[config.mk]
export PLATFORM = sky130hd
export DESIGN_NAME = return_address_stack
export DESIGN_NICKNAME = d
export VERILOG_FILES = /design/src/rtl/return_address_stack.sv
export SDC_FILE = /design/constraint.sdc
export NUM_CORES = 1
export LEC_CHECK = 0
export CAP_MARGIN = 20
export CORE_MARGIN = 2
export CORE_UTILIZATION = 50
export DETAILED_ROUTE_END_ITERATION = 12
export GPL_TIMING_DRIVEN = 1
export PLACE_DENSITY_LB_ADDON = 0.08
export SYNTH_ARGS = -nofsm -noshare
export SYNTH_HDL_FRONTEND = slang
export SYNTH_SLANG_ARGS = --single-unit
[constraint.sdc]
create_clock -name clk -period 7.15 [get_ports clk]
set_input_delay 1.43 -clock clk [delete_from_list [all_inputs] [get_ports clk]]
set_output_delay 1.43 -clock clk [all_outputs]
set_load 0.03 [all_outputs]
[src/rtl/return_address_stack.sv]
// Circular return-address stack for IF: push/pop/recover take effect at the next edge; outputs come from registered state only.
// No backpressure: every request is accepted, and pushes when full overwrite the oldest entry. Define RAS_STATS_EN for saturating overflow/underflow counters.
module return_address_stack #(
   parameter int XLEN  = 32,
   parameter int DEPTH = 8,
   localparam int PTR_W = $clog2(DEPTH)
) (
   input  logic             clk,
   input  logic             reset,
   input  logic             push_en,
   input  logic [XLEN-1:0]  push_addr,
   input  logic             pop_en,
   output logic             ras_valid,
   output logic [XLEN-1:0]  ras_target,
   output logic [PTR_W-1:0] ckpt_tos,
   output logic [PTR_W:0]   ckpt_count,
`ifdef RAS_STATS_EN
   output logic [15:0]      overflow_cnt,
   output logic [15:0]      underflow_cnt,
`endif
   input  logic             recover_en,
   input  logic [PTR_W-1:0] recover_tos,
   input  logic [PTR_W:0]   recover_count
);

   localparam logic [PTR_W:0]   FULL    = (PTR_W+1)'(DEPTH);
   localparam logic [PTR_W-1:0] TOS_RST = PTR_W'(DEPTH-1);

   logic [XLEN-1:0]  stack_q [DEPTH];
   logic [PTR_W-1:0] tos_q, tos_d;
   logic [PTR_W:0]   count_q, count_d;
   logic             wr_en;
   logic [PTR_W-1:0] wr_idx;
   logic             empty;

   assign empty = (count_q == '0);

   always_comb begin
      tos_d   = tos_q;
      count_d = count_q;
      wr_en   = 1'b0;
      wr_idx  = tos_q;
      if (recover_en) begin
         tos_d   = recover_tos;
         // A corrupt checkpoint must never push occupancy past the array size.
         count_d = (recover_count > FULL) ? FULL : recover_count;
      end else if (push_en && pop_en && !empty) begin
         wr_en  = 1'b1;
         wr_idx = tos_q;
      end else if (push_en) begin
         tos_d  = tos_q + 1'b1;
         wr_en  = 1'b1;
         wr_idx = tos_q + 1'b1;
         if (count_q != FULL) begin
            count_d = count_q + 1'b1;
         end
      end else if (pop_en && !empty) begin
         tos_d   = tos_q - 1'b1;
         count_d = count_q - 1'b1;
      end
   end

   always_ff @(posedge clk or negedge reset) begin
      if (!reset) begin
         tos_q   <= TOS_RST;
         count_q <= '0;
      end else begin
         tos_q   <= tos_d;
         count_q <= count_d;
      end
   end

   always_ff @(posedge clk or negedge reset) begin
      if (!reset) begin
         for (int i = 0; i < DEPTH; i++) begin
            stack_q[i] <= '0;
         end
      end else if (wr_en) begin
         stack_q[wr_idx] <= push_addr;
      end
   end

   assign ras_valid  = !empty;
   assign ras_target = stack_q[tos_q];
   assign ckpt_tos   = tos_q;
   assign ckpt_count = count_q;

`ifdef RAS_STATS_EN
   logic [15:0] ovf_cnt_q, udf_cnt_q;
   logic        ovf_inc, udf_inc;

   assign ovf_inc = !recover_en && push_en && !pop_en && (count_q == FULL);
   assign udf_inc = !recover_en && pop_en && !push_en && empty;

   always_ff @(posedge clk or negedge reset) begin
      if (!reset) begin
         ovf_cnt_q <= '0;
         udf_cnt_q <= '0;
      end else begin
         if (ovf_inc && ovf_cnt_q != 16'hFFFF) begin
            ovf_cnt_q <= ovf_cnt_q + 16'd1;
         end
         if (udf_inc && udf_cnt_q != 16'hFFFF) begin
            udf_cnt_q <= udf_cnt_q + 16'd1;
         end
      end
   end

   assign overflow_cnt  = ovf_cnt_q;
   assign underflow_cnt = udf_cnt_q;
`endif

endmodule

==> reports/results.tsv <==
metric	value	unit
Yosys warning total	0	
CTS tree	done	
Die Wd	160	um
die area	25600	um^2
Clock Sinks	263	
post-route setup TNS	0	ps
fmax	190	MHz
grt met3 use	3.17	%
biggest area consumer among synthesized cells	dfrtp_1	
met2 Use GR	35.3	%
number of fillers in the final layout	1894	
number of synthesized flops with an enable pin	0	
clock root buffer	clkbuf_16	
worst-path maximum fanout	49	
# IOs	84	
share of layout cells above drive strength 1	50.0	%
top cells by area, synth	dfrtp_1, mux2_2, mux4_2, mux2_1, buf_2	
final period utilization	73.5	%
Min-Delay Path Class	reg2reg	
Port Buf Inserts	83	
cts repair resizes	0	
Cell Pwr Density	446	nW/um^2
pin count of the biggest net entering global routing	152	
initial core utilization	50.6	%
Synth Flop Type	dfrtp_1	
Vias	6804	
Fin. Hold Viols	0	
Slew headroom	33.5	%
residual DRC count	0	
GR Util met1	29.8	%
WL per Instance	22.4	um
vias in the first global route	7566	
Detailed Routing Iterations Pass 1	4	
clock period minus worst slack	5260	ps
vias per cell	5.82	
Post-CTS Hold Fix Bufs	0	
die height	160	um
Worst Skew	9.91	ps
mean area per synthesized cell	16.3	um^2
final core utilization	59.3	%
Synth Instances	747	
Longest Clk Path Bufs	3	
nets	875	
Total Power	6.37	mW
unrepaired setup endpoints after global routing	false	
first-pass GRT wire length	42700	um
initial antenna violation count	0	
crit path launch type	flip-flop	
Antenna diodes	0	
Static Leak	5.99	nW
final hold slack	489	ps
Rows	57	
Worst Path Required	5720	ps
Max Cap Viol	0	
Arrival @ worst endpoint	3830	ps
Synth top area share	53.4	%
syn nets	796	
synth unique cells	45	
total CTS buffers	29	
# setup viols final	0	
htree depth	1	
Clock Latency Late Sink	550	ps
ys async rst share	100	%
Synth Cell Area	12200	um^2
Max VDD drop	250	uV
Yosys reg bits	263	
sequential share of the synthesized area	54.0	%
busiest grt layer	met2	
final WL	26200	um
Area growth syn-to-layout	17.2	%
DRT iter0 DRCs	450	
Worst Max-Slew Pin Slew	998	ps
Antenna Nets Post-Route	0	
gr ovfl total	0	
hpwl dp	15300	um
crit path capture type	output pin	
core area	24100	um^2
GPL Wtd Cong	0.816	
Setup CP Type	reg2out	
Post-CTS Setup Inserts	0	
clock transition at the registers of the reported paths	60	ps
status	finished clean	
Slew Limit Fails	0	
Tot GR Track Use	21.2	%
## sequential cells by signal, summed over array words and instances, names as in the netlist
signal / cells
stack_q: 256
ckpt_tos: 3
ckpt_count: 4
## per-layer routing
metal  part of all wire (%)  wire [um]
met4                    1.7        446
met1                     46      12000
met3                    3.6        949
met2                     49      12700
met5                      0          0
## cells in the mapped netlist (2+ instances only)
master,count
nor3_1,2
o21ai_1,2
buf_6,7
nor2_1,2
nand4_1,4
mux2_1,8
or4_1,3
dfstp_2,3
mux2i_1,2
xnor2_1,5
nor4_1,6
buf_2,16
a21oi_4,2
a31oi_1,2
clkbuf_1,15
a21oi_1,3
o211ai_1,2
mux2_2,283
nand2b_1,3
buf_4,9
o21ai_0,6
ha_1,4
mux4_2,64
inv_1,5
dfrtp_1,260
nor2b_1,2
nand2_1,9
## report_power, final
part           switching, mW  total (mW)  internal, mW  leakage [nW]
logic                  0.889        2.24          1.35          2.29
clock network          0.586        1.46         0.870         0.481
registers              0.458        2.67          2.21          3.22
total                   1.93        6.37          4.43          5.99
## final timing paths
path                                         start  slack, ps  cells after the start                        to
min reg2reg                 stack_q[6]$_DFFE_PN0P_        490                      1    stack_q[6]$_DFFE_PN0P_
min                         stack_q[6]$_DFFE_PN0P_        490                      1    stack_q[6]$_DFFE_PN0P_
max                        ckpt_tos[0]$_DFFE_PN1P_       1890                      4             ras_target[4]
max reg2reg                ckpt_tos[0]$_DFFE_PN1P_       2700                      7  stack_q[182]$_DFFE_PN0P_
min in group asynchronous                    reset        930                      1   stack_q[33]$_DFFE_PN0P_
max in group asynchronous                    reset       4950                      2  stack_q[156]$_DFFE_PN0P_
## cell usage in the layout (no fill, tap or decap), types with 2 or more instances in the layout
cell type	netlist	routed
nand4_1	4	4
dfrtp_1	260	260
nor3_1	2	2
nor4_1	6	6
xnor2_1	5	5
o21ai_4	0	3
clkdlybuf4s50_1	0	82
clkbuf_1	15	3
mux2i_1	2	2
buf_4	9	12
inv_1	5	5
dfstp_4	0	2
mux2_1	8	8
mux4_2	64	64
clkbuf_8	0	9
clkbuf_16	0	29
nor2_1	2	2
clkinv_2	0	8
nor2b_1	2	2
a21oi_4	2	2
mux2_2	283	283
o211ai_1	2	2
ha_1	4	4
a21oi_1	3	3
or4_1	3	3
o41ai_4	1	2
nand2b_1	3	3
nand2_1	9	9
o21ai_0	6	6
## metrics by stage
stage          area [um^2]  setup WS, ps  cells
3_3_place_gp         13300          2390   1119
3_5_place_dp         13300          2370   1119
6_report             14300          1890   1170
5_1_grt              14300          1630   1170
2_1_floorplan        12200          3350    747
4_1_cts              14300          1780   1170
## logic make-up (layout without fill, tap and decap cells)
kind of cell,after synthesis,count (layout),share of synthesized area [%]
xor+xnor,6,6,0.431
fa+ha+maj,5,5,0.575
buf+inv,53,152,2.50
mux,357,357,38.9
flops,263,263,54.0
compound gates,29,29,2.00
simple gates,34,34,1.61
## worst max-delay path: stages (launching register included)
cell,delay (ps)
dfstp_4,1230
buf_4,560
mux4_2,570
mux2_2,280
clkdlybuf4s50_1,600
## final cells by class
class / count / area, um^2 / area share [%]
Sequential cell: 263 / 6590 / 46.1
Multi-Input combinational cell: 431 / 5380 / 37.6
Timing Repair Buffer: 96 / 946 / 6.62
Clock buffer: 41 / 861 / 6.02
Tap cell: 324 / 405 / 2.84
Clock inverter: 10 / 90.1 / 0.630
Inverter: 5 / 18.8 / 0.131
Power figures use the tool's default switching activity.
